$ cat config.mk
export PLATFORM = sky130hd
export DESIGN_NAME = mix_state_drain
export DESIGN_NICKNAME = d
export VERILOG_FILES = /design/src/rtl/mix_state_drain.sv
export SDC_FILE = /design/constraint.sdc
export NUM_CORES = 1
export LEC_CHECK = 0
export CORE_MARGIN = 2
export CORE_UTILIZATION = 55
export CTS_CLUSTER_DIAMETER = 150
export DETAILED_ROUTE_END_ITERATION = 16
export PLACE_DENSITY = 0.86
export SLEW_MARGIN = 20
export SYNTH_ARGS = -nofsm -noshare
export SYNTH_HDL_FRONTEND = slang
export SYNTH_SLANG_ARGS = --single-unit
$ cat constraint.sdc
create_clock -name clk -period 6 [get_ports clk]
set_clock_uncertainty 0.2 [all_clocks]
set_input_delay 0.9 -clock clk [delete_from_list [all_inputs] [get_ports clk]]
set_output_delay 0.9 -clock clk [all_outputs]
set_load 0.1 [all_outputs]
$ cat src/rtl/mix_state_drain.sv
// mix_state_drain: captures one WORDS x W state snapshot per input handshake,
// streams it out one word per beat, and keeps a rotate-xor digest plus a
// completed-frame counter so long runs can be checked from a single word.
module mix_state_drain #(
  parameter int WORDS = 8,
  parameter int W     = 32,
  parameter int CNT_W = 16
) (
  input  logic                       clk,
  input  logic                       rst_n,
  input  logic                       in_valid,
  output logic                       in_ready,
  input  logic [WORDS*W-1:0]         in_data,
  input  logic                       clear,
  output logic                       out_valid,
  input  logic                       out_ready,
  output logic [W-1:0]               out_data,
  output logic [$clog2(WORDS)-1:0]   out_index,
  output logic                       out_last,
  output logic [W-1:0]               digest,
  output logic [CNT_W-1:0]           frame_count
);

  localparam int IDX_W = $clog2(WORDS);
  localparam int ROT   = 5 % W;
  localparam logic [IDX_W-1:0] LAST_IDX = IDX_W'(WORDS - 1);

  typedef enum logic [0:0] {
    IDLE  = 1'b0,
    DRAIN = 1'b1
  } state_t;

  state_t             state_r;
  logic [IDX_W-1:0]   idx_r;
  logic [W-1:0]       buf_r [WORDS];
  logic               out_valid_r;
  logic [W-1:0]       out_data_r;
  logic               out_last_r;
  logic [W-1:0]       digest_r;
  logic [CNT_W-1:0]   frame_count_r;

  logic               beat_s;
  logic               last_beat_s;
  logic               in_ready_s;
  logic               capture_s;
  logic [IDX_W-1:0]   next_idx_s;

  // Rotate left by ROT bits, modulo W (ROT of zero returns the input).
  function automatic logic [W-1:0] rotl(input logic [W-1:0] v);
    logic [2*W-1:0] tmp;
    tmp  = {v, v} << ROT;
    rotl = tmp[2*W-1:W];
  endfunction

  // Handshake decode: a beat moves one word out; capture is allowed in IDLE
  // or on the final beat of a frame so back-to-back frames have no bubble.
  always_comb begin
    beat_s      = out_valid_r & out_ready;
    last_beat_s = beat_s & out_last_r;
    next_idx_s  = idx_r + IDX_W'(1);
    if (state_r == IDLE) begin
      in_ready_s = 1'b1;
    end else begin
      in_ready_s = out_last_r & out_ready;
    end
    capture_s = in_valid & in_ready_s;
  end

  // Shadow buffer: loads the whole snapshot on each accepted capture.
  always_ff @(posedge clk or negedge rst_n) begin
    if (!rst_n) begin
      for (int i = 0; i < WORDS; i++) begin
        buf_r[i] <= '0;
      end
    end else if (capture_s) begin
      for (int i = 0; i < WORDS; i++) begin
        buf_r[i] <= in_data[i*W +: W];
      end
    end else begin
      for (int i = 0; i < WORDS; i++) begin
        buf_r[i] <= buf_r[i];
      end
    end
  end

  // Drain FSM with registered word outputs; the next word is preselected so
  // outputs hold steady while the consumer stalls.
  always_ff @(posedge clk or negedge rst_n) begin
    if (!rst_n) begin
      state_r     <= IDLE;
      idx_r       <= '0;
      out_valid_r <= 1'b0;
      out_data_r  <= '0;
      out_last_r  <= 1'b0;
    end else begin
      case (state_r)
        IDLE: begin
          if (capture_s) begin
            state_r     <= DRAIN;
            idx_r       <= '0;
            out_valid_r <= 1'b1;
            out_data_r  <= in_data[W-1:0];
            out_last_r  <= 1'b0;
          end
        end
        DRAIN: begin
          if (beat_s) begin
            if (out_last_r) begin
              if (capture_s) begin
                idx_r       <= '0;
                out_data_r  <= in_data[W-1:0];
                out_last_r  <= 1'b0;
              end else begin
                state_r     <= IDLE;
                idx_r       <= '0;
                out_valid_r <= 1'b0;
                out_data_r  <= '0;
                out_last_r  <= 1'b0;
              end
            end else begin
              idx_r      <= next_idx_s;
              out_data_r <= buf_r[next_idx_s];
              out_last_r <= (next_idx_s == LAST_IDX);
            end
          end
        end
        default: begin
          state_r     <= IDLE;
          idx_r       <= '0;
          out_valid_r <= 1'b0;
          out_data_r  <= '0;
          out_last_r  <= 1'b0;
        end
      endcase
    end
  end

  // Digest and frame counter; clear wins over any same-cycle beat.
  always_ff @(posedge clk or negedge rst_n) begin
    if (!rst_n) begin
      digest_r      <= '0;
      frame_count_r <= '0;
    end else if (clear) begin
      digest_r      <= '0;
      frame_count_r <= '0;
    end else if (beat_s) begin
      digest_r <= rotl(digest_r) ^ out_data_r;
      if (last_beat_s) begin
        frame_count_r <= frame_count_r + CNT_W'(1);
      end else begin
        frame_count_r <= frame_count_r;
      end
    end else begin
      digest_r      <= digest_r;
      frame_count_r <= frame_count_r;
    end
  end

  assign in_ready    = in_ready_s;
  assign out_valid   = out_valid_r;
  assign out_data    = out_data_r;
  assign out_index   = idx_r;
  assign out_last    = out_last_r;
  assign digest      = digest_r;
  assign frame_count = frame_count_r;

endmodule

# Word level (Yosys, flattened, before mapping)
# Cells that the tools add are included.
# word_totals
ff_bits	342
output_inout_bits	86
word_cells	66
# classes
addsub	2
magnitude_cmp	1
eq_ne	5
muxes	31
n_bitwise	7
reduce_logical	5
# op_table
op	count
$mux W32	8
$bmux W32 S3	1
$pmux W32 S2	1
$mux W16	3
$xor A32 B32 Y32	1
$add A16 B1 Y16 const B	1
$mux W1	11
$mux W3	3
$pmux W1 S2	3
$pmux W3 S2	1
$and A1 B1 Y1	4
$ge A4 B4 Y1 const B	1
$ne A2 B1 Y1 const B	2
$ne A2 B2 Y1 const B	2
$not A3 Y4	1
$reduce_and A2 Y1	2
$reduce_and A4 Y1	1
$reduce_bool A2 Y1	2
$add A3 B1 Y3 const B	1
$eq A3 B3 Y1 const B	1
$not A1 Y1	1

# Logic depth before layout (Yosys ltp)
# logic_depth
word_depth	8
depth_mapped	11

# Least setup slack after synthesis
# OpenSTA, ideal clock, no wires.
# synth_timing
kind	reg-to-reg
from	register idx_r[0], in the netlist out_index[0]
to	register out_data_r[0], in the netlist out_data[0]
setup_ns	0.124
t_arrival_ns	3.256
t_required_ns	5.676
slack_ns	2.420
path_stages_with_launch	12
path_buffers	5
synth_period_minus_slack_ns	3.580
path_cell_list	dfrtp_1 -> buf_2 -> buf_4 -> buf_4 -> inv_1 -> ha_1 -> buf_2 -> buf_1 -> mux4_2 -> nor3_1 -> a2111oi_0 -> a211o_1
# synth_between
elab_chain_cells	8
# synth_lines
element	line	rtl
start: declaration	34	logic [IDX_W-1:0] idx_r;
start signal: assignment	121	idx_r <= next_idx_s;
$add A3 B1 Y3	60	next_idx_s = idx_r + IDX_W'(1);
$not A3 Y4 (not written as such)	122	out_data_r <= buf_r[next_idx_s];
$bmux W32 S3	122	
$mux W32 (not written as such) (2 in series)	122	
$mux W32	108	if (out_last_r) begin
$mux W32	107	if (beat_s) begin
$pmux W32 S2	96	case (state_r)
end signal: assignment	102	out_data_r <= in_data[W-1:0];
end signal: assignment	111	out_data_r <= in_data[W-1:0];
end signal: assignment	122	
end: declaration	37	logic [W-1:0] out_data_r;
# Every way passes these cells. The select of a mux whose other input is x is not followed.
# A chain may end at the register's enable or synchronous reset.

# Worst setup path in the final report
# layout_timing
from	register idx_r[0], in the netlist out_index[0]
to	output out_index[0]
# layout_rtl
element	line	rtl
end: declaration	18	output logic [$clog2(WORDS)-1:0] out_index,
# No word-level cell between the ends.

==> summary by stage <==
CTS
Clock-pin slew was measured on the worst setup and hold paths at roughly 60 ps. TritonCTS built the clock tree. The clock passes through at most 3 buffers.

The root buffer cell is sky130_fd_sc_hd__clkbuf_16. The clock sink count is between 300 and 400. The H-tree generated during clock tree synthesis spans 2 levels.

The post-CTS repair timing setup buffer count is 0. The clock buffer count from CTS is 37. For the worst-skew pair, the clock arrives at the later sink with an insertion delay of 530 ps. After clock tree synthesis, the repair step resized 0 gates.

For this design, the CTS-stage hold fixing added 0 buffers.

Yosys
Averaged over all synthesized cells, the footprint is between 10 and 15 um^2. Synthesis produced a netlist whose cell count is 1172. The Yosys step of the flow raised 0 warnings. The prevailing post-synth register cell is sky130_fd_sc_hd__dfrtp_1. For this run, asynchronously set or reset flops after synthesis account for 1.00. The post-synthesis instance area is between 15000 and 20000 um^2. sky130_fd_sc_hd__dfrtp_1 takes more of the synthesized area than any other cell.

Ranked by total cell area, the synthesized netlist is headed by sky130_fd_sc_hd__dfrtp_1 (54%), sky130_fd_sc_hd__mux2_2 (18%), sky130_fd_sc_hd__mux4_2 (9.1%). Counting flops and latches in the post-synthesis netlist gives ~340. For this run, the register share of the synthesized area comes to 0.542.

The top-area cell type share of the netlist area is 0.542. Counting every net in the synthesized netlist gives ~1400. The number of enable flip-flop cells after synthesis is 0. The netlist uses 42 different library cells.

Hold path
The worst hold-check path type is in -> async.

Critical path
The largest incremental delay on the critical path is roughly 1300 ps. The critical path is of the reg -> out type. On the critical path the largest part of the delay comes from buffers and inverters. STA puts the critical path data required time at between 4000 and 5000 ps.

The startpoint type of the worst setup path is a flop. Counting both buffers and inverters, the worst setup path holds a total of 1. The slowest stage of the critical path belongs to the cell sky130_fd_sc_hd__clkdlybuf4s50_1. The kind of end point of the critical path is an output pin. Along the worst path, the maximum fanout reaches ~40. The arrival time at the worst endpoint is 2850 ps. Walking the worst path, the cells encountered are clkdlybuf4s50_1.

Place
The placer congestion estimate is between 0.8 and 0.9. The post-detailed-placement half-perimeter wirelength is 31.1 mm. Buffers placed on the I/O ports in this run total around 350. The worst slack after detailed placement is 2090 ps.

Timing
Counting I/O delays and the setup requirement, the final critical path takes between 3000 and 4000 ps. Adding up every negative setup slack in the final design gives 0 ps. The slew at the pin closest to its max-slew limit is approximately 1100 ps. The final max-slew violation count is 0.

The final worst-path setup slack is just over 2000 ps. Setup violations remaining at the end of the flow were counted as 0. Setup repair after global routing left no endpoint under its margin.

The fraction of the cycle the final worst path needs is 0.658. The remaining max-slew budget at the tightest pin is 0.260. The count of endpoints failing hold in the final timing report is 0. The highest achievable clock rate is 0.253 GHz. Across all hold checks on the routed design, the worst slack comes to between 50 and 60 ps.

Final layout
The library cells used most frequently in the layout, excluding fill and tap cells, are sky130_fd_sc_hd__clkdlybuf4s50_1 (343), sky130_fd_sc_hd__dfrtp_1 (340), sky130_fd_sc_hd__mux2_2 (258). Relative to the synthesized area, the layout overhead comes to 31.7%. The net count of the finished layout is 1744. In the final layout, the share of cells above drive strength 1 is 0.274. The leading cell type in the layout, fill and taps excluded is sky130_fd_sc_hd__clkdlybuf4s50_1. Counting the fill cells in the layout gives 1881.

Outcome
The run finished with clean final reports.

Run
The reported max-cap violation count is 0.

Routing
The first-pass detailed-route iteration total is 5. The residual antenna-violating net count after detailed routing is 0. The total length of routed wires is 44.2 mm. For this block, the initial DRC count from the detailed router was around 840.

The detailed router placed ~11000 vias in this run. For this run, design rule violations remaining after detail routing come to 0. The final routed wire length divided by cell count is 23.3 um. The number of vias per cell after detailed routing is 5.96.

Floorplanning
From bottom edge to top edge, the die measures around 170 um. The width of the chip is 173 um. For this configuration, the core starts out at a cell density of 0.554. The placement row count is 62.

During I/O placement, the number of pins put on the boundary was between 300 and 400. After floorplanning, the core was sized to cover approximately 28000 um^2. The floorplan step defined a die boundary enclosing ~30000 um^2.

Global route
For this run, the total global-route usage over all layers was measured as 0.296. The first global-routing pass estimated a little under 70 mm of wire. The via count of the first global-routing pass is roughly 12000.

The number of antenna violations at the first check in global routing is 11. Entering global routing, the biggest net connects ~140 pins. The total overflow left after global routing is 0.

Power and ir drop
The leakage power of the design is roughly 8.8 nW. Power spread over the standard cell area amounts to approximately 400 nW/um^2. Across the VDD grid, the largest voltage drop is around 310 uV.
layer usage:
layer,global-route usage,vias up,part of all wire
li1,-,4937,-
met1,0.385,5735,0.39
met2,0.471,529,0.48
met3,0.0743,109,0.088
met4,0.138,2,0.044
met5,0,-,0.00025
cells in the mapped netlist, types with 2 or more instances:
master                        n
sky130_fd_sc_hd__a2111oi_0   31
sky130_fd_sc_hd__a211o_1     31
sky130_fd_sc_hd__a211oi_1    32
sky130_fd_sc_hd__a21oi_1      6
sky130_fd_sc_hd__buf_1        4
sky130_fd_sc_hd__buf_2       33
sky130_fd_sc_hd__buf_4        5
sky130_fd_sc_hd__clkbuf_1    53
sky130_fd_sc_hd__dfrtp_1    342
sky130_fd_sc_hd__ha_1         3
sky130_fd_sc_hd__inv_1        4
sky130_fd_sc_hd__mux2_2     258
sky130_fd_sc_hd__mux2i_1      2
sky130_fd_sc_hd__mux4_2      64
sky130_fd_sc_hd__nand2_1     77
sky130_fd_sc_hd__nand3_1      7
sky130_fd_sc_hd__nand4_1      2
sky130_fd_sc_hd__nor2_1      80
sky130_fd_sc_hd__nor2b_1      2
sky130_fd_sc_hd__nor3_1      64
sky130_fd_sc_hd__nor4_1       4
sky130_fd_sc_hd__o21ai_0      2
sky130_fd_sc_hd__o31ai_1      5
sky130_fd_sc_hd__or3_1        2
sky130_fd_sc_hd__xnor2_1     40
sky130_fd_sc_hd__xor2_1       3
worst paths after layout:
check,start,endpoint,slack (ps),cells past startpoint
worst max-delay path,out_index[0],out_index[0],2050,1
worst min-delay path,rst_n,buf_r[102],50,1
worst max register to register,out_index[0],out_data[11],2210,7
worst min register to register,buf_r[99],buf_r[99],300,1
max in group asynchronous,rst_n,buf_r[60],4100,3
min in group clk,buf_r[99],buf_r[99],300,1
report_power, final:
group | switching (mW) | internal, mW
clock | 0.921 | 1.35
combinational | 1.59 | 1.24
sequential | 0.427 | 2.76
metrics by stage:
stage	utilization	power, mW	area [um^2]	cells
after floorplan	-	5.08	15800	1172
after global placement	0.686	5.96	19500	1824
after detailed placement	0.686	6.04	19500	1824
after CTS	0.728	8.31	20700	1890
after global routing	0.730	8.59	20800	1899
final	0.730	8.28	20800	1899
logic make-up (layout without fill, tap and decap cells):
group,after synthesis,in the layout,synth area share
muxes,324,324,0.277
buffers and inverters,99,434,0.0274
and+or+nand+nor,247,247,0.0693
AOI/OAI and AO/OA,114,114,0.0580
other,0,8,0
adders and majority gates,3,3,0.00238
DFF,342,342,0.542
xor gates and xnor gates,43,43,0.0239
state kept, by name, indices dropped and copies added, names as in the netlist:
name         count
state_r          1
out_data        32
out_last         1
frame_count     16
buf_r          256
out_index        3
out_valid        1
digest          32
final cells by class:
type                       instances  area (um^2)  area share
sequential                       342         8570       0.412
multi-input combinational        731         6860       0.330
timing repair buffer             364         3640       0.175
clock buffer                      59         1140      0.0548
tap                              384          480      0.0231
clock inverter                     7         71.3     0.00343
antenna                            8         20.0    0.000963
inverter                           4         15.0    0.000722
worst register-to-register path, cell delays in order (launching register included):
cell and delay [ps]:
sky130_fd_sc_hd__dfrtp_4 990, sky130_fd_sc_hd__inv_1 200, sky130_fd_sc_hd__ha_4 770, sky130_fd_sc_hd__buf_4 470, sky130_fd_sc_hd__mux4_2 270, sky130_fd_sc_hd__nor3_1 40
sky130_fd_sc_hd__a2111oi_0 580, sky130_fd_sc_hd__a211o_1 190
Note: power is estimated with default switching activity, not from simulation.
